`src/rtl/aurva_ctrl_s_axi.sv`:
```
// aurva_ctrl_s_axi -- AXI4-Lite control register file for the Aurva NTT kernel.
// Turns host register accesses into ap_start, the scalar 'start' argument and the
// 64-bit buffer pointer. It also latches the core's done/ready/idle status for polling
// and drives a level interrupt. Single clock domain (ap_clk), async active-high reset.
// Ports:
//   ap_clk, areset          clock / asynchronous active-high reset
//   s_axi_aw*/w*/b*         AXI4-Lite write channels (one write outstanding)
//   s_axi_ar*/r*            AXI4-Lite read channels (one read outstanding)
//   interrupt               registered GIE & |ISR
//   ap_start                start request to the core
//   ap_done/ap_ready/ap_idle  core status (pulses / level)
//   start, axi_ptr0         kernel arguments
module aurva_ctrl_s_axi #(
    parameter int C_S_AXI_ADDR_WIDTH = 6,
    parameter int C_S_AXI_DATA_WIDTH = 32
) (
    input  logic                            ap_clk,
    input  logic                            areset,
    input  logic                            s_axi_awvalid,
    output logic                            s_axi_awready,
    input  logic [C_S_AXI_ADDR_WIDTH-1:0]   s_axi_awaddr,
    input  logic                            s_axi_wvalid,
    output logic                            s_axi_wready,
    input  logic [C_S_AXI_DATA_WIDTH-1:0]   s_axi_wdata,
    input  logic [C_S_AXI_DATA_WIDTH/8-1:0] s_axi_wstrb,
    output logic                            s_axi_bvalid,
    input  logic                            s_axi_bready,
    output logic [1:0]                      s_axi_bresp,
    input  logic                            s_axi_arvalid,
    output logic                            s_axi_arready,
    input  logic [C_S_AXI_ADDR_WIDTH-1:0]   s_axi_araddr,
    output logic                            s_axi_rvalid,
    input  logic                            s_axi_rready,
    output logic [C_S_AXI_DATA_WIDTH-1:0]   s_axi_rdata,
    output logic [1:0]                      s_axi_rresp,
    output logic                            interrupt,
    output logic                            ap_start,
    input  logic                            ap_done,
    input  logic                            ap_ready,
    input  logic                            ap_idle,
    output logic                            start,
    output logic [63:0]                     axi_ptr0
);
    localparam int AW = C_S_AXI_ADDR_WIDTH;
    // Word addresses (byte address >> 2)
    localparam logic [AW-3:0] A_CTRL  = (AW-2)'(6'h00 >> 2);
    localparam logic [AW-3:0] A_GIE   = (AW-2)'(6'h04 >> 2);
    localparam logic [AW-3:0] A_IER   = (AW-2)'(6'h08 >> 2);
    localparam logic [AW-3:0] A_ISR   = (AW-2)'(6'h0C >> 2);
    localparam logic [AW-3:0] A_START = (AW-2)'(6'h10 >> 2);
    localparam logic [AW-3:0] A_PTRL  = (AW-2)'(6'h14 >> 2);
    localparam logic [AW-3:0] A_PTRH  = (AW-2)'(6'h18 >> 2);

    typedef enum logic [1:0] {WRIDLE, WRDATA, WRRESP} wstate_t;
    typedef enum logic {RDIDLE, RDDATA} rstate_t;

    wstate_t wstate, wstate_nxt;
    rstate_t rstate, rstate_nxt;
    logic [AW-3:0] waddr;
    logic        auto_restart, done_lat, ready_lat, gie;
    logic [1:0]  ier, isr;
    logic [31:0] rdata_nxt;
    logic        wr_en, ar_hs;

    assign s_axi_bresp = 2'b00;
    assign s_axi_rresp = 2'b00;
    assign ar_hs = s_axi_arvalid & s_axi_arready;
    assign wr_en = s_axi_wvalid & s_axi_wready;

    // ---------------- write FSM ----------------
    always_ff @(posedge ap_clk or posedge areset) begin
        if (areset) wstate <= WRIDLE;
        else        wstate <= wstate_nxt;
    end

    always_comb begin
        wstate_nxt    = wstate;
        s_axi_awready = 1'b0;
        s_axi_wready  = 1'b0;
        s_axi_bvalid  = 1'b0;
        case (wstate)
            WRIDLE: begin
                s_axi_awready = 1'b1;
                if (s_axi_awvalid) wstate_nxt = WRDATA;
            end
            WRDATA: begin
                s_axi_wready = 1'b1;
                if (s_axi_wvalid) wstate_nxt = WRRESP;
            end
            WRRESP: begin
                s_axi_bvalid = 1'b1;
                if (s_axi_bready) wstate_nxt = WRIDLE;
            end
            default: wstate_nxt = WRIDLE;
        endcase
    end

    always_ff @(posedge ap_clk or posedge areset) begin
        if (areset)                                waddr <= '0;
        else if (s_axi_awvalid && s_axi_awready)   waddr <= s_axi_awaddr[AW-1:2];
    end

    // ---------------- read FSM ----------------
    always_ff @(posedge ap_clk or posedge areset) begin
        if (areset) rstate <= RDIDLE;
        else        rstate <= rstate_nxt;
    end

    always_comb begin
        rstate_nxt    = rstate;
        s_axi_arready = 1'b0;
        s_axi_rvalid  = 1'b0;
        case (rstate)
            RDIDLE: begin
                s_axi_arready = 1'b1;
                if (s_axi_arvalid) rstate_nxt = RDDATA;
            end
            RDDATA: begin
                s_axi_rvalid = 1'b1;
                if (s_axi_rready) rstate_nxt = RDIDLE;
            end
            default: rstate_nxt = RDIDLE;
        endcase
    end

    // Read mux uses the current (pre-update) register values.
    always_comb begin
        rdata_nxt = '0;
        case (s_axi_araddr[AW-1:2])
            A_CTRL:  rdata_nxt = {24'b0, auto_restart, 3'b0, ready_lat, ap_idle, done_lat, ap_start};
            A_GIE:   rdata_nxt = {31'b0, gie};
            A_IER:   rdata_nxt = {30'b0, ier};
            A_ISR:   rdata_nxt = {30'b0, isr};
            A_START: rdata_nxt = {31'b0, start};
            A_PTRL:  rdata_nxt = axi_ptr0[31:0];
            A_PTRH:  rdata_nxt = axi_ptr0[63:32];
            default: rdata_nxt = '0;
        endcase
    end

    // rdata only changes on the AR handshake, so it stays stable until rready.
    always_ff @(posedge ap_clk or posedge areset) begin
        if (areset)     s_axi_rdata <= '0;
        else if (ar_hs) s_axi_rdata <= rdata_nxt;
    end

    // ---------------- registers ----------------
    logic ctrl_rd, wr_ctrl0;
    assign ctrl_rd  = ar_hs && (s_axi_araddr[AW-1:2] == A_CTRL);
    assign wr_ctrl0 = wr_en && (waddr == A_CTRL) && s_axi_wstrb[0];

    always_ff @(posedge ap_clk or posedge areset) begin
        if (areset) begin
            ap_start     <= 1'b0;
            auto_restart <= 1'b0;
            done_lat     <= 1'b0;
            ready_lat    <= 1'b0;
            gie          <= 1'b0;
            ier          <= '0;
            isr          <= '0;
            start        <= 1'b0;
            axi_ptr0     <= '0;
            interrupt    <= 1'b0;
        end else begin
            // Host write of 1 starts; writing 0 never stops a running request.
            if (wr_ctrl0 && s_axi_wdata[0])      ap_start <= 1'b1;
            else if (ap_ready && !auto_restart)  ap_start <= 1'b0;
            if (wr_ctrl0) auto_restart <= s_axi_wdata[7];

            // Status latches: a pulse in the same cycle as the clearing read wins.
            if (ap_done)      done_lat <= 1'b1;
            else if (ctrl_rd) done_lat <= 1'b0;
            if (ap_ready)     ready_lat <= 1'b1;
            else if (ctrl_rd) ready_lat <= 1'b0;

            if (wr_en && s_axi_wstrb[0]) begin
                if (waddr == A_GIE)   gie   <= s_axi_wdata[0];
                if (waddr == A_IER)   ier   <= s_axi_wdata[1:0];
                if (waddr == A_START) start <= s_axi_wdata[0];
            end

            // ISR: enabled event sets, host write of 1 toggles; set dominates.
            for (int i = 0; i < 2; i++) begin
                if ((i == 0 ? ap_done : ap_ready) && ier[i])
                    isr[i] <= 1'b1;
                else if (wr_en && waddr == A_ISR && s_axi_wstrb[0] && s_axi_wdata[i])
                    isr[i] <= ~isr[i];
            end

            for (int b = 0; b < 4; b++) begin
                if (wr_en && s_axi_wstrb[b]) begin
                    if (waddr == A_PTRL) axi_ptr0[b*8 +: 8]      <= s_axi_wdata[b*8 +: 8];
                    if (waddr == A_PTRH) axi_ptr0[32 + b*8 +: 8] <= s_axi_wdata[b*8 +: 8];
                end
            end

            interrupt <= gie & (|isr);
        end
    end
endmodule

```
`config.mk`:
```
export PLATFORM = sky130hd
export DESIGN_NAME = aurva_ctrl_s_axi
export DESIGN_NICKNAME = d
export VERILOG_FILES = /design/src/rtl/aurva_ctrl_s_axi.sv
export SDC_FILE = /design/constraint.sdc
export NUM_CORES = 1
export LEC_CHECK = 0
export ABC_CLOCK_PERIOD_IN_PS = 4230
export BUFFER_PORTS_ARGS = -buffer_cell sky130_fd_sc_hd__buf_2
export CAP_MARGIN = 20
export CORE_MARGIN = 4
export CORE_UTILIZATION = 50
export CTS_CLUSTER_DIAMETER = 40
export DETAILED_ROUTE_END_ITERATION = 10
export PLACE_DENSITY = 0.8
export SLEW_MARGIN = 20
export SYNTH_ARGS = -nofsm -noshare
export SYNTH_HDL_FRONTEND = slang
export SYNTH_SLANG_ARGS = --single-unit
```
`constraint.sdc`:
```
create_clock -name ap_clk -period 4.23 [get_ports ap_clk]
set_input_delay 0 -clock ap_clk [delete_from_list [all_inputs] [get_ports ap_clk]]
set_output_delay 0 -clock ap_clk [all_outputs]
set_load 0.03 [all_outputs]
```
=== Yosys cells after proc, flatten, opt, wreduce, memory -nomap -nowiden ===
Cells that the tools add are included.

* Register bits after elaboration: 114
* Output and inout bits: 108
* Word-level logic and storage cells: 105

* Equal/unequal tests: 17
* Multiplexer cells: 22
* Bitwise operators: 6
* Reductions and logical operators: 38

{| class="wikitable"
|+ Operators by type and width
! cell !! count
|-
| $pmux 32 s7 || 1
|-
| $eq 4x3->1 const B || 6
|-
| $reduce_and 2->1 || 11
|-
| $eq 4x2->1 const B || 4
|-
| $logic_and 1x1->1 || 16
|-
| $mux 1 || 16
|-
| $reduce_bool 2->1 || 5
|-
| $eq 4x1->1 const B || 2
|-
| $logic_not 4->1 || 2
|-
| $mux 2 || 3
|-
| $ne 2x2->1 const B || 3
|-
| $pmux 2 s3 || 1
|-
| $and 1x1->1 || 3
|-
| $not 1->1 || 3
|-
| $reduce_and 3->1 || 1
|-
| $eq 2x1->1 const B || 1
|-
| $eq 2x2->1 const B || 1
|-
| $logic_not 2->1 || 1
|-
| $pmux 1 s2 || 1
|-
| $reduce_or 2->1 || 1
|-
| $logic_not 1->1 || 1
|}

=== Longest topological paths before layout ===
Gate-level depths: netlist of the first run.

* Depth in word-level cells: 8
* Mapped depth: 7
* Gate-level depth less buffers: 4

=== Worst setup path before layout of the first run ===
OpenSTA, ideal clock, no wires.

* Kind: reg2reg
* Start: register wstate[1]
* End: register axi_ptr0[0]
* Arrival: 1515 ps
* Data required time: 4105 ps
* Path slack: 2590 ps
* Cell stages (with the launch flop): 5
* Buffers on the path: 0
* Clock period less this slack: 1640 ps
* Path through: dfrtp_1 -> and2b_1 -> nand3_2 -> nor2_4 -> mux2_2

* Longest elaborated chain between the ends: 5

{| class="wikitable"
|+ Ends and longest elaborated chain
! element !! line !! text
|-
| from (decl) || 57 || <nowiki>wstate_t wstate, wstate_nxt;</nowiki>
|-
| from (signal assigned) || 73 || <nowiki>else wstate <= wstate_nxt;</nowiki>
|-
| $eq 2x1->1 || 81 || <nowiki>case (wstate)</nowiki>
|-
| $mux 1 || 81 ||
|-
| named net s_axi_wready || 23 || <nowiki>output logic s_axi_wready,</nowiki>
|-
| $and 1x1->1 || 68 || <nowiki>assign wr_en = s_axi_wvalid & s_axi_wready;</nowiki>
|-
| $logic_and 1x1->1 || 191 || <nowiki>if (wr_en && s_axi_wstrb[b]) begin</nowiki>
|-
| $reduce_and 2->1 (no source line) || -- ||
|-
| to (signal, indexed assignment) || 192 || <nowiki>if (waddr == A_PTRL) axi_ptr0[b*8 +: 8] <= s_axi_wdata[b*8 +: 8];</nowiki>
|-
| to (signal, indexed assignment) || 193 || <nowiki>if (waddr == A_PTRH) axi_ptr0[32 + b*8 +: 8] <= s_axi_wdata[b*8 +: 8];</nowiki>
|-
| to (decl) || 42 || <nowiki>output logic [63:0] axi_ptr0</nowiki>
|}

The timed path passes the listed nets, and every way through them passes these cells.
A chain may end at the register's enable or synchronous reset.

=== Worst setup path after layout of the first run ===
* Start: register rstate
* End: register s_axi_rdata[0]

* Longest elaborated chain between the ends: 2

{| class="wikitable"
|+ Ends and longest elaborated chain
! element !! line !! text
|-
| from (decl) || 58 || <nowiki>rstate_t rstate, rstate_nxt;</nowiki>
|-
| from (signal assigned) || 106 || <nowiki>else rstate <= rstate_nxt;</nowiki>
|-
| $mux 1 || 113 || <nowiki>case (rstate)</nowiki>
|-
| $and 1x1->1 || 67 || <nowiki>assign ar_hs = s_axi_arvalid & s_axi_arready;</nowiki>
|-
| to (signal assigned) || 144 || <nowiki>else if (ar_hs) s_axi_rdata <= rdata_nxt;</nowiki>
|-
| to (decl) || 34 || <nowiki>output logic [C_S_AXI_DATA_WIDTH-1:0] s_axi_rdata,</nowiki>
|}

No other way between the ends.

==> impl_metrics.xml, run 1 <==
<?xml version="1.0" encoding="UTF-8"?>
<metrics>
  <group name="run_status">
    <metric name="outcome" unit="">completed</metric>
  </group>
  <group name="die">
    <metric name="die_x" unit="microns">107</metric>
    <metric name="io-pin-count" unit="">166</metric>
    <metric name="die_y" unit="microns">107</metric>
    <metric name="core_area" unit="sq mm">0.00968</metric>
    <metric name="rows" unit="">36</metric>
    <metric name="die_area" unit="sq mm">0.0115</metric>
    <metric name="start_util" unit="%">51.0</metric>
  </group>
  <group name="sta">
    <metric name="slew-limit-headroom" unit="%">41.9</metric>
    <metric name="slew_violations" unit="">0</metric>
    <metric name="worst_pin_slew" unit="ps">871</metric>
    <metric name="final.hold.worst_slack" unit="ps">41.2</metric>
    <metric name="fin_tns_setup" unit="ps">0</metric>
    <metric name="finalClockSkew" unit="ps">10.4</metric>
    <metric name="unrepaired_setup_endpoints_after_global_routing" unit="">no</metric>
    <metric name="setup-violations-final" unit="">0</metric>
    <metric name="timing.final.crit_period" unit="ps">2050</metric>
    <metric name="timing.fmax" unit="GHz">0.487</metric>
    <metric name="final_cycle_utilization_of_the_critical_path" unit="%">48.6</metric>
    <metric name="finalHoldViolCount" unit="">0</metric>
  </group>
  <group name="global_route">
    <metric name="first_global_vias" unit="">4156</metric>
    <metric name="grt_use_total" unit="%">23.6</metric>
    <metric name="grt_first_pass_wirelength" unit="microns">21100</metric>
    <metric name="pin_count_of_the_biggest_net_entering_global_routing" unit="">74</metric>
    <metric name="antenna_violations_before_repair" unit="">0</metric>
    <metric name="grt_overflow_total" unit="">0</metric>
  </group>
  <group name="layout">
    <metric name="layout.cells.most_common_list" unit="">157 x sky130_fd_sc_hd__buf_2, 114 x sky130_fd_sc_hd__dfrtp_1, 71 x sky130_fd_sc_hd__mux2_2, 50 x sky130_fd_sc_hd__dlygate4sd3_1, 38 x sky130_fd_sc_hd__nand2_1</metric>
    <metric name="num_antenna_cells" unit="">0</metric>
    <metric name="filler_cell_count" unit="">658</metric>
    <metric name="postLayoutCellArea" unit="sq mm">0.00689</metric>
    <metric name="finish.net_count" unit="">652</metric>
    <metric name="final_common_cell" unit="">sky130_fd_sc_hd__buf_2</metric>
    <metric name="final_layout_size_suffix_gt1_share" unit="%">46.5</metric>
    <metric name="area_delta_synth_final" unit="%">39.4</metric>
  </group>
  <group name="critical_path">
    <metric name="crit_chain" unit="">nand2b_4 &gt; a311o_1 &gt; buf_4 &gt; o211ai_1</metric>
    <metric name="crit_buf_inv" unit="">1</metric>
    <metric name="cp_max_fo" unit="">35</metric>
    <metric name="cp-start-kind" unit="">flip-flop</metric>
    <metric name="cp_slowest_cell" unit="">sky130_fd_sc_hd__a311o_1</metric>
    <metric name="crit_type" unit="">reg2reg</metric>
    <metric name="critical_path_required" unit="ps">4610</metric>
    <metric name="cp_data_arrival_time" unit="ps">2440</metric>
    <metric name="setup.worst_path.end_class" unit="">flip-flop</metric>
    <metric name="timing.reg2reg.setup_slack" unit="ps">2180</metric>
    <metric name="crit_family" unit="">compound AO/OA/AOI/OAI gates</metric>
    <metric name="critical_path.max_stage_delay" unit="ps">650</metric>
  </group>
  <group name="route">
    <metric name="routed_wirelength" unit="microns">13000</metric>
    <metric name="detail-route-antenna-nets" unit="">0</metric>
    <metric name="drc_violations" unit="">0</metric>
    <metric name="routed_vias" unit="">3949</metric>
    <metric name="per_cell_via_count_in_the_routed_design" unit="">5.34</metric>
    <metric name="first_iter_violations" unit="">150</metric>
    <metric name="dr.pass1.iters" unit="">4</metric>
    <metric name="wire_per_inst" unit="microns">17.6</metric>
  </group>
  <group name="placement">
    <metric name="postPlaceCellArea" unit="sq mm">0.00578</metric>
    <metric name="place.detailed.hpwl" unit="microns">8710</metric>
    <metric name="gp_congestion" unit="">0.787</metric>
    <metric name="place.port_buffers" unit="">157</metric>
  </group>
  <group name="synthesis">
    <metric name="syn_area" unit="sq mm">0.00494</metric>
    <metric name="yosysSeqAreaShare" unit="%">57.7</metric>
    <metric name="yosys.cell_types.count" unit="">50</metric>
    <metric name="synth_largest_type_area_fraction" unit="%">57.7</metric>
    <metric name="synth-edff-count" unit="">0</metric>
    <metric name="yosys_warnings" unit="">0</metric>
    <metric name="synthDominantAreaCellType" unit="">sky130_fd_sc_hd__dfrtp_1</metric>
    <metric name="post_synth.cell_area_avg" unit="sq um">12.9</metric>
    <metric name="postSynthCellCount" unit="">382</metric>
    <metric name="register_bit_total_from_synthesis" unit="">114</metric>
    <metric name="postSynth.topFlopCell" unit="">sky130_fd_sc_hd__dfrtp_1</metric>
    <metric name="synth_async_sr_flop_share" unit="%">100</metric>
    <metric name="synth_area_leaders" unit="">sky130_fd_sc_hd__dfrtp_1 58%, sky130_fd_sc_hd__mux2_2 16%, sky130_fd_sc_hd__a22oi_1 4.6%</metric>
  </group>
  <group name="power">
    <metric name="power.net_switching" unit="W">0.00180</metric>
    <metric name="power.leakage" unit="nW">3.45</metric>
    <metric name="pwr-share-clk" unit="%">30.1</metric>
    <metric name="power_density" unit="mW/mm^2">693</metric>
    <metric name="pwr-share-seq" unit="%">36.3</metric>
    <metric name="power.total" unit="W">0.00477</metric>
    <metric name="power.ir.vdd_worst" unit="mV">0.412</metric>
    <metric name="switching_share" unit="%">37.7</metric>
    <metric name="internal_power" unit="W">0.00298</metric>
    <metric name="combinationalPowerShare" unit="%">33.7</metric>
  </group>
  <group name="cts">
    <metric name="cts.clk_slew.worst_paths" unit="ps">50</metric>
    <metric name="clock_sinks" unit="">114</metric>
    <metric name="cts-buffers-inserted" unit="">17</metric>
    <metric name="h-tree-depth" unit="">4</metric>
    <metric name="clock_path_buffers" unit="">2</metric>
    <metric name="root_buffer" unit="">sky130_fd_sc_hd__clkbuf_8</metric>
    <metric name="clock_insertion_delay_worst_skew" unit="ps">510</metric>
    <metric name="tritoncts" unit="">yes</metric>
  </group>
  <group name="flow_run">
    <metric name="timing.max_cap.violations" unit="">0</metric>
  </group>
  <group name="min_path">
    <metric name="worstHoldPathType" unit="">in2reg</metric>
  </group>
</metrics>
==> cell usage after synthesis, drive strengths merged (3+ instances only) <==
cell type / count
a21o: 4
dfrtp: 114
nor2b: 3
mux2: 71
nand3: 5
nand3b: 3
nand2: 39
a22o: 5
clkbuf: 5
nor2: 13
buf: 15
and2b: 4
inv: 6
o21ai: 36
a22oi: 30
and2: 4
==> cell type report <==
type                       instances  area, sq um  share of cell area (%)
sequential                       114         2850                    41.4
multi-input combinational        245         1930                    28.0
timing repair buffer             210         1310                    19.0
clock buffer                      24          480                    6.98
tap                              133          166                    2.42
clock inverter                     8          125                    1.82
inverter                           6         25.0                   0.363
==> worst register-to-register path, cell delays in order (launching register included) <==
cell and delay [ps]:
sky130_fd_sc_hd__dfrtp_1 370, sky130_fd_sc_hd__nand2b_4 400, sky130_fd_sc_hd__a311o_1 660, sky130_fd_sc_hd__buf_4 380, sky130_fd_sc_hd__o211ai_1 130
==> timing repair <==
item / CTS / global route
setup buffers: 0 / 0
resized for setup: 0 / 0
hold buffers: 50 / 0
endpoints found under the hold margin: 156 / 0
==> per-layer routing <==
layer  wire, microns  GRT usage [%]
met1            5280           28.8
met2            6610           40.7
met3             784           5.28
met4             355           9.56
met5               0              0
==> flip-flops by register name (all words and copies together) (netlist names) <==
name / count
axi_ptr0: 64
auto_restart: 1
wstate: 2
done_lat: 1
ready_lat: 1
s_axi_rdata: 32
rstate: 1
waddr: 4
start: 1
isr: 2
ier: 2
gie: 1
interrupt: 1
ap_start: 1
==> path summary, 6_finish.rpt <==
kind | from | end | cells after the start
max in group asynchronous | areset | s_axi_rdata[0] | 4
worst min register to register | s_axi_rdata[16] | s_axi_rdata[16] | 2
worst min-delay path | s_axi_araddr[4] | s_axi_rdata[1] | 4
min in group asynchronous | areset | axi_ptr0[22] | 3
worst max register to register | rstate | s_axi_rdata[0] | 4
worst max-delay path | rstate | s_axi_rdata[0] | 4
==> through the flow <==
stage          setup slack [ps]  utilization, %  cells
2_1_floorplan              1210               -    385
3_3_place_gp               2200            59.7    658
3_5_place_dp               2180            59.7    658
4_1_cts                    2140            71.1    740
5_1_grt                    2060            71.1    740
6_report                   2180            71.1    740
==> power groups by stage <==
stage               Clock (W)  Sequential (W)  Combinational, W
global placement            0         0.00171           0.00154
finish                0.00144         0.00173           0.00161
detailed placement          0         0.00174           0.00157
floorplan                   0         0.00230          0.000498
global route          0.00151         0.00178           0.00170
CTS                   0.00145         0.00173           0.00162
==> cell families (layout without fill, tap and decap cells) <==
family                 Yosys count  count (layout)  synth area share (%)
AOI/OAI and AO/OA               83              83                  10.9
buffers and inverters           26             248                  3.49
DFF                            114             114                  57.7
muxes                           73              73                  16.6
other                            1               4                0.0759
and+or+nand+nor                 85              85                  11.2
Power figures use the tool's default switching activity.
==> run 2, diff against run 1 <==
--- a/config.mk
+++ b/config.mk
@@ -5,7 +5,7 @@
 export SDC_FILE = /design/constraint.sdc
 export NUM_CORES = 1
 export LEC_CHECK = 0
-export ABC_CLOCK_PERIOD_IN_PS = 4230
+export ABC_CLOCK_PERIOD_IN_PS = 2100
 export BUFFER_PORTS_ARGS = -buffer_cell sky130_fd_sc_hd__buf_2
 export CAP_MARGIN = 20
 export CORE_MARGIN = 4
==> constraint.sdc (replaced) <==
create_clock -name ap_clk -period 2.1 [get_ports ap_clk]
set_input_delay 0 -clock ap_clk [delete_from_list [all_inputs] [get_ports ap_clk]]
set_output_delay 0 -clock ap_clk [all_outputs]
set_load 0.03 [all_outputs]
==> impl_metrics.xml, run 2 (synthesized netlist as in run 1, its figures left out) <==
<?xml version="1.0" encoding="UTF-8"?>
<metrics>
  <group name="critical_path">
    <metric name="cp_slowest_cell" unit="">sky130_fd_sc_hd__dlygate4sd3_1</metric>
    <metric name="crit-reg2reg-launch" unit="">rstate</metric>
    <metric name="worstReg2RegEnd" unit="">s_axi_rdata[2]</metric>
    <metric name="crit_buf_inv" unit="">2</metric>
    <metric name="worst-r2r-cell-count" unit="">5</metric>
    <metric name="crit_chain" unit="">nand2b_4 &gt; a311o_1 &gt; buf_6 &gt; o21ai_1 &gt; dlygate4sd3_1</metric>
    <metric name="timing.reg2reg.setup_slack" unit="ps">80</metric>
    <metric name="cp-start-kind" unit="">flip-flop</metric>
    <metric name="cp_max_fo" unit="">31</metric>
    <metric name="setup.worst_path.end_class" unit="">flip-flop</metric>
    <metric name="critical_path_required" unit="ps">2550</metric>
    <metric name="crit_family" unit="">buffers and inverters</metric>
    <metric name="cp_data_arrival_time" unit="ps">2470</metric>
    <metric name="critical_path.max_stage_delay" unit="ps">550</metric>
    <metric name="crit_type" unit="">reg2reg</metric>
  </group>
  <group name="route">
    <metric name="detail-route-antenna-nets" unit="">0</metric>
    <metric name="routed_vias" unit="">4014</metric>
    <metric name="drc_violations" unit="">0</metric>
    <metric name="first_iter_violations" unit="">260</metric>
    <metric name="routed_wirelength" unit="microns">13700</metric>
    <metric name="wire_per_inst" unit="microns">18.4</metric>
    <metric name="per_cell_via_count_in_the_routed_design" unit="">5.40</metric>
    <metric name="dr.pass1.iters" unit="">7</metric>
  </group>
  <group name="die">
    <metric name="die_y" unit="microns">107</metric>
    <metric name="die_x" unit="microns">107</metric>
    <metric name="die_area" unit="sq mm">0.0115</metric>
    <metric name="io-pin-count" unit="">166</metric>
    <metric name="rows" unit="">36</metric>
    <metric name="core_area" unit="sq mm">0.00968</metric>
    <metric name="start_util" unit="%">51.0</metric>
  </group>
  <group name="global_route">
    <metric name="grt_use_total" unit="%">24.0</metric>
    <metric name="grt_overflow_total" unit="">0</metric>
    <metric name="grt_first_pass_wirelength" unit="microns">21200</metric>
    <metric name="first_global_vias" unit="">4158</metric>
    <metric name="gr_util_met1" unit="%">29.0</metric>
    <metric name="pin_count_of_the_biggest_net_entering_global_routing" unit="">115</metric>
    <metric name="globalRoute.busiestLayer" unit="">met2</metric>
    <metric name="antenna_violations_before_repair" unit="">0</metric>
    <metric name="grt_use_met2" unit="%">41.7</metric>
    <metric name="grtUsageMet3" unit="%">4.92</metric>
  </group>
  <group name="layout">
    <metric name="final_common_cell" unit="">sky130_fd_sc_hd__buf_2</metric>
    <metric name="largest_register" unit="">axi_ptr0</metric>
    <metric name="layout.cells.most_common_list" unit="">157 x sky130_fd_sc_hd__buf_2, 114 x sky130_fd_sc_hd__dfrtp_1, 71 x sky130_fd_sc_hd__mux2_2, 52 x sky130_fd_sc_hd__dlygate4sd3_1, 38 x sky130_fd_sc_hd__nand2_1</metric>
    <metric name="num_antenna_cells" unit="">0</metric>
    <metric name="final_layout_size_suffix_gt1_share" unit="%">46.5</metric>
    <metric name="filler_cell_count" unit="">670</metric>
    <metric name="finish.net_count" unit="">657</metric>
    <metric name="largest_registers_ranked_by_flip_flop_count" unit="">axi_ptr0 x64, s_axi_rdata x32, waddr x4</metric>
    <metric name="postLayoutCoreUtil" unit="%">71.8</metric>
    <metric name="area_delta_synth_final" unit="%">40.8</metric>
    <metric name="flip_flop_count_of_the_largest_register_all_copies_and_words_added" unit="">64</metric>
    <metric name="postLayoutCellArea" unit="sq mm">0.00696</metric>
  </group>
  <group name="sta">
    <metric name="worst_pin_slew" unit="ps">655</metric>
    <metric name="setup-violations-final" unit="">0</metric>
    <metric name="slew-limit-headroom" unit="%">56.3</metric>
    <metric name="timing.final.crit_period" unit="ps">2020</metric>
    <metric name="finalHoldViolCount" unit="">0</metric>
    <metric name="finalClockSkew" unit="ps">6.53</metric>
    <metric name="final.hold.worst_slack" unit="ps">36.5</metric>
    <metric name="final_cycle_utilization_of_the_critical_path" unit="%">96.2</metric>
    <metric name="unrepaired_setup_endpoints_after_global_routing" unit="">no</metric>
    <metric name="timing.fmax" unit="GHz">0.495</metric>
    <metric name="fin_tns_setup" unit="ps">0</metric>
    <metric name="slew_violations" unit="">0</metric>
    <metric name="fin_ws" unit="ps">80.0</metric>
  </group>
  <group name="placement">
    <metric name="postPlaceCellArea" unit="sq mm">0.00582</metric>
    <metric name="place_worst_setup_slack" unit="ps">378</metric>
    <metric name="gp_congestion" unit="">0.774</metric>
    <metric name="place.port_buffers" unit="">157</metric>
    <metric name="place.detailed.hpwl" unit="microns">8540</metric>
  </group>
  <group name="cts">
    <metric name="cts-buffers-inserted" unit="">17</metric>
    <metric name="clock_path_buffers" unit="">2</metric>
    <metric name="cts.repair_timing.setup_buffer_count" unit="">0</metric>
    <metric name="clock_insertion_delay_worst_skew" unit="ps">510</metric>
    <metric name="clock_sinks" unit="">114</metric>
    <metric name="cts.clk_slew.worst_paths" unit="ps">60</metric>
    <metric name="h-tree-depth" unit="">4</metric>
    <metric name="root_buffer" unit="">sky130_fd_sc_hd__clkbuf_8</metric>
    <metric name="tritoncts" unit="">yes</metric>
  </group>
  <group name="power">
    <metric name="power.ir.vdd_worst" unit="mV">0.875</metric>
    <metric name="power_density" unit="mW/mm^2">1400</metric>
    <metric name="power.leakage" unit="nW">3.49</metric>
  </group>
  <group name="min_path">
    <metric name="whs_endpoint" unit="">s_axi_rdata[1]</metric>
    <metric name="timing.hold.worst_path_depth" unit="">3</metric>
    <metric name="worstHoldPathType" unit="">in2reg</metric>
    <metric name="hold_path.startpoint" unit="">s_axi_araddr[2]</metric>
  </group>
  <group name="flow_run">
    <metric name="timing.max_cap.violations" unit="">0</metric>
  </group>
  <group name="run_status">
    <metric name="outcome" unit="">completed</metric>
  </group>
</metrics>
==> run 2: how the worst max path moves through the flow <==
stage               from              to  slack, ps  cells after the start
2_1_floorplan  wstate[1]     axi_ptr0[0]        460                      4
3_3_place_gp    waddr[3]    axi_ptr0[12]        410                      4
3_5_place_dp    waddr[3]     axi_ptr0[1]        380                      4
4_1_cts           rstate  s_axi_rdata[2]         40                      5
5_1_grt           rstate  s_axi_rdata[2]          7                      5
6_report          rstate  s_axi_rdata[2]         80                      5
==> run 2: per-layer routing <==
layer,share of wire (%),wire length [microns]
met4,2.3,314
met1,40,5540
met2,52,7150
met3,4.9,675
met5,0,0
==> run 2: through the flow <==
stage | total power (W) | std cells
after floorplan | 0.00564 | 385
after global placement | 0.00655 | 661
after detailed placement | 0.00667 | 661
after CTS | 0.00975 | 745
after global routing | 0.0101 | 744
final | 0.00975 | 744
==> run 2: timing repair <==
action | in CTS | in global routing
hold buffers | 53 | 0
hold endpoints to repair | 209 | 0
gates resized for setup | 0 | 1
endpoints found under the setup margin | 0 | 1
==> run 2: area by class of cell <==
class / instances / area [sq um] / area share [%]
Inverter: 6 / 26.3 / 0.378
Multi-Input combinational cell: 245 / 1930 / 27.7
Tap cell: 133 / 166 / 2.39
Sequential cell: 114 / 2850 / 41.0
Clock inverter: 9 / 154 / 2.21
Timing Repair Buffer: 215 / 1370 / 19.7
Clock buffer: 22 / 463 / 6.65
==> run 2: tightest hold or removal path, delay by kind of cell <==
kind / cells / cell delay [ps]
compound gates: 2 / 300
buf+inv: 1 / 200
==> run 2: report_power, final <==
| part | leakage (nW) | switching, W | internal (W) |
|---|---|---|---|
| logic | 1.66 | 0.00209 | 0.00116 |
| registers | 1.53 | 0.000597 | 0.00291 |
| clock network | 0.297 | 0.000975 | 0.00201 |
==> run 3, diff against run 2 <==
--- a/config.mk
+++ b/config.mk
@@ -5,15 +5,17 @@
 export SDC_FILE = /design/constraint.sdc
 export NUM_CORES = 1
 export LEC_CHECK = 0
+export ABC_AREA = 1
 export ABC_CLOCK_PERIOD_IN_PS = 2100
 export BUFFER_PORTS_ARGS = -buffer_cell sky130_fd_sc_hd__buf_2
 export CAP_MARGIN = 20
 export CORE_MARGIN = 4
-export CORE_UTILIZATION = 50
+export CORE_UTILIZATION = 51
 export CTS_CLUSTER_DIAMETER = 40
 export DETAILED_ROUTE_END_ITERATION = 10
-export PLACE_DENSITY = 0.8
+export PLACE_DENSITY = 0.81
 export SLEW_MARGIN = 20
 export SYNTH_ARGS = -nofsm -noshare
 export SYNTH_HDL_FRONTEND = slang
 export SYNTH_SLANG_ARGS = --single-unit
+export TNS_END_PERCENT = 100
==> impl_metrics.xml, run 3 <==
<?xml version="1.0" encoding="UTF-8"?>
<metrics>
  <group name="die">
    <metric name="die_area" unit="sq mm">0.0116</metric>
    <metric name="io-pin-count" unit="">166</metric>
    <metric name="start_util" unit="%">52.1</metric>
    <metric name="die_x" unit="microns">108</metric>
    <metric name="die_y" unit="microns">108</metric>
    <metric name="rows" unit="">36</metric>
    <metric name="core_area" unit="sq mm">0.00973</metric>
  </group>
  <group name="cts">
    <metric name="root_buffer" unit="">sky130_fd_sc_hd__clkbuf_8</metric>
    <metric name="tritoncts" unit="">yes</metric>
    <metric name="post_cts_resized" unit="">0</metric>
    <metric name="holdBufCountCts" unit="">58</metric>
    <metric name="cts-buffers-inserted" unit="">17</metric>
    <metric name="cts.repair_timing.setup_buffer_count" unit="">0</metric>
    <metric name="h-tree-depth" unit="">4</metric>
    <metric name="cts.clk_slew.worst_paths" unit="ps">50</metric>
    <metric name="clock_insertion_delay_worst_skew" unit="ps">520</metric>
    <metric name="clock_path_buffers" unit="">2</metric>
    <metric name="clock_sinks" unit="">114</metric>
  </group>
  <group name="placement">
    <metric name="place.detailed.hpwl" unit="microns">9060</metric>
    <metric name="place_worst_setup_slack" unit="ps">557</metric>
    <metric name="gp_congestion" unit="">0.877</metric>
    <metric name="place.port_buffers" unit="">157</metric>
    <metric name="numPlacedInstances" unit="">892</metric>
  </group>
  <group name="layout">
    <metric name="layout.cells.most_common_list" unit="">280 x sky130_fd_sc_hd__nand2_1, 157 x sky130_fd_sc_hd__buf_2, 114 x sky130_fd_sc_hd__dfrtp_1, 58 x sky130_fd_sc_hd__inv_1, 58 x sky130_fd_sc_hd__dlygate4sd3_1</metric>
    <metric name="flip_flop_count_of_the_largest_register_all_copies_and_words_added" unit="">64</metric>
    <metric name="largest_register" unit="">axi_ptr0</metric>
    <metric name="layout.area.seq" unit="sq mm">0.00285</metric>
    <metric name="final_cells" unit="">979</metric>
    <metric name="largest_registers_ranked_by_flip_flop_count" unit="">axi_ptr0 x64, s_axi_rdata x32, waddr x4</metric>
    <metric name="finish.net_count" unit="">894</metric>
    <metric name="filler_cell_count" unit="">727</metric>
    <metric name="area_delta_synth_final" unit="%">39.7</metric>
    <metric name="postLayoutCoreUtil" unit="%">72.8</metric>
    <metric name="multi_input_area" unit="sq mm">0.00183</metric>
    <metric name="final_layout_size_suffix_gt1_share" unit="%">26.2</metric>
    <metric name="num_antenna_cells" unit="">0</metric>
    <metric name="final_common_cell" unit="">sky130_fd_sc_hd__nand2_1</metric>
  </group>
  <group name="run_status">
    <metric name="outcome" unit="">completed</metric>
  </group>
  <group name="critical_path">
    <metric name="cp_data_arrival_time" unit="ps">2410</metric>
    <metric name="cp-start-kind" unit="">input port</metric>
    <metric name="critical_path_required" unit="ps">2550</metric>
    <metric name="critical_path.max_stage_delay" unit="ps">620</metric>
    <metric name="cp_max_fo" unit="">6</metric>
    <metric name="crit_family" unit="">buffers and inverters</metric>
    <metric name="crit_top_cell" unit="">sky130_fd_sc_hd__nand2_1</metric>
    <metric name="crit_buf_inv" unit="">4</metric>
    <metric name="cp_slowest_cell" unit="">sky130_fd_sc_hd__dlygate4sd3_1</metric>
    <metric name="setup.worst_path.end_class" unit="">flip-flop</metric>
    <metric name="crit_type" unit="">in2reg</metric>
    <metric name="crit_chain" unit="">dlygate4sd3_1 &gt; buf_2 &gt; nor2_1 &gt; dlygate4sd3_1 &gt; nand2_1 &gt; dlygate4sd3_1 &gt; nand2_1 &gt; nand2_1 &gt; nand2_1</metric>
  </group>
  <group name="global_route">
    <metric name="grt_first_pass_wirelength" unit="microns">23900</metric>
    <metric name="pin_count_of_the_biggest_net_entering_global_routing" unit="">115</metric>
    <metric name="grt_overflow_total" unit="">0</metric>
    <metric name="first_global_vias" unit="">5042</metric>
    <metric name="antenna_violations_before_repair" unit="">0</metric>
    <metric name="grt_use_total" unit="%">26.6</metric>
  </group>
  <group name="power">
    <metric name="internal_power" unit="W">0.00576</metric>
    <metric name="power.net_switching" unit="W">0.00402</metric>
    <metric name="power_density" unit="mW/mm^2">1380</metric>
    <metric name="combinationalPowerShare" unit="%">35.8</metric>
    <metric name="pwr-share-seq" unit="%">36.4</metric>
    <metric name="power.ir.vdd_worst" unit="mV">1.04</metric>
    <metric name="switching_share" unit="%">41.1</metric>
    <metric name="pwr-share-clk" unit="%">27.9</metric>
    <metric name="power.leakage" unit="nW">4.08</metric>
  </group>
  <group name="synthesis">
    <metric name="postSynth.topFlopCell" unit="">sky130_fd_sc_hd__dfrtp_1</metric>
    <metric name="yosys.cell_types.count" unit="">25</metric>
    <metric name="synth_area_leaders" unit="">sky130_fd_sc_hd__dfrtp_1 56%, sky130_fd_sc_hd__nand2_1 21%, sky130_fd_sc_hd__inv_1 4.4%</metric>
    <metric name="synth_async_sr_flop_share" unit="%">100</metric>
    <metric name="synthDominantAreaCellType" unit="">sky130_fd_sc_hd__dfrtp_1</metric>
    <metric name="synth_commonest_cells" unit="">280 x sky130_fd_sc_hd__nand2_1, 114 x sky130_fd_sc_hd__dfrtp_1, 59 x sky130_fd_sc_hd__inv_1, 44 x sky130_fd_sc_hd__o21ai_1, 20 x sky130_fd_sc_hd__o21ai_0</metric>
    <metric name="register_bit_total_from_synthesis" unit="">114</metric>
    <metric name="postSynthCellCount" unit="">616</metric>
    <metric name="syn_area" unit="sq mm">0.00507</metric>
    <metric name="synth_largest_type_area_fraction" unit="%">56.2</metric>
    <metric name="yosysSeqAreaShare" unit="%">56.2</metric>
    <metric name="top_count_cell_post_synth" unit="">sky130_fd_sc_hd__nand2_1</metric>
    <metric name="post_synth.cell_area_avg" unit="sq um">8.23</metric>
    <metric name="synth-edff-count" unit="">0</metric>
    <metric name="yosys_warnings" unit="">0</metric>
  </group>
  <group name="sta">
    <metric name="slew_violations" unit="">0</metric>
    <metric name="timing.final.crit_period" unit="ps">1960</metric>
    <metric name="timing.fmax" unit="GHz">0.511</metric>
    <metric name="fin_ws" unit="ps">143</metric>
    <metric name="finalClockSkew" unit="ps">11.0</metric>
    <metric name="finalHoldViolCount" unit="">0</metric>
    <metric name="final_cycle_utilization_of_the_critical_path" unit="%">93.2</metric>
    <metric name="fin_tns_setup" unit="ps">0</metric>
    <metric name="worst_pin_slew" unit="ps">591</metric>
    <metric name="setup-violations-final" unit="">0</metric>
    <metric name="slew-limit-headroom" unit="%">60.6</metric>
    <metric name="final.hold.worst_slack" unit="ps">46.0</metric>
    <metric name="unrepaired_setup_endpoints_after_global_routing" unit="">no</metric>
  </group>
  <group name="route">
    <metric name="per_cell_via_count_in_the_routed_design" unit="">5.00</metric>
    <metric name="routed_vias" unit="">4896</metric>
    <metric name="dr.pass1.iters" unit="">4</metric>
    <metric name="wire_per_inst" unit="microns">15.1</metric>
    <metric name="first_iter_violations" unit="">359</metric>
    <metric name="routed_wirelength" unit="microns">14700</metric>
    <metric name="detail-route-antenna-nets" unit="">0</metric>
    <metric name="drc_violations" unit="">0</metric>
  </group>
  <group name="min_path">
    <metric name="worstHoldPathType" unit="">in2reg</metric>
  </group>
  <group name="flow_run">
    <metric name="timing.max_cap.violations" unit="">0</metric>
  </group>
</metrics>
[run 3: cell types whose count changed after synthesis, sizes merged, moves of 5 or more]
cell | before | now
inv | 6 | 61
o21ai | 36 | 72
nor2 | 13 | 24
nand2 | 39 | 288
a22o | 5 | 0
nand3 | 5 | 18
a22oi | 30 | 0
mux2 | 71 | 0
[run 3: cell type report]
type	instances	area share [%]
flip-flops and latches	114	40.3
clock buffers	23	6.73
well taps	133	2.35
clock inverters	6	1.13
multi-input cells	420	25.9
inverters	61	3.28
repair buffers	222	20.4
[run 3: metrics by stage]
step | cell area, sq um | power [W]
final | 7090 | 0.00978
after global routing | 7090 | 0.0103
after CTS | 7090 | 0.00977
after detailed placement | 5950 | 0.00691
after global placement | 5950 | 0.00679
after floorplan | 5090 | 0.00579
[run 3: per-layer routing]
metal  global-route usage [%]  vias up  share of wire [%]
met5                        0        -                  0
met4                     11.7        0                2.4
met3                     7.14       38                6.1
met2                     46.1      187                 50
met1                     30.9     2328                 41
li1                         -     2343                  -
[run 3: tightest hold or removal path: stages]
cell and delay (ps):
sky130_fd_sc_hd__buf_2 100, sky130_fd_sc_hd__inv_1 50, sky130_fd_sc_hd__nor2_2 50, sky130_fd_sc_hd__nand2_2 230, sky130_fd_sc_hd__o21ai_1 90
[run 3: logic make-up after synthesis]
| logic type | share of synthesized area [%] |
|---|---|
| other cells | 0.0739 |
| buf+inv | 7.87 |
| simple gates | 27.2 |
| compound gates | 8.58 |
| flops | 56.2 |
[run 3: path summary, 6_finish.rpt]
check,start,end,slack (ps),depth (start not counted)
worst max-delay path,s_axi_araddr[4],s_axi_rdata[0],140,9
worst min-delay path,s_axi_wstrb[3],axi_ptr0[26],50,5
worst max register to register,rstate,ready_lat,320,6
worst min register to register,s_axi_rdata[17],s_axi_rdata[17],480,2
max in group asynchronous,areset,isr[0],1460,4
min in group asynchronous,areset,axi_ptr0[41],220,4
[run 3: power by group through the flow]
stage / Clock, W / Combinational [W] / Sequential (W)
2_1_floorplan: 0 / 0.00103 / 0.00476
3_3_place_gp: 0 / 0.00327 / 0.00352
3_5_place_dp: 0 / 0.00336 / 0.00355
4_1_cts: 0.00274 / 0.00350 / 0.00353
5_1_grt: 0.00285 / 0.00377 / 0.00364
6_report: 0.00272 / 0.00350 / 0.00356
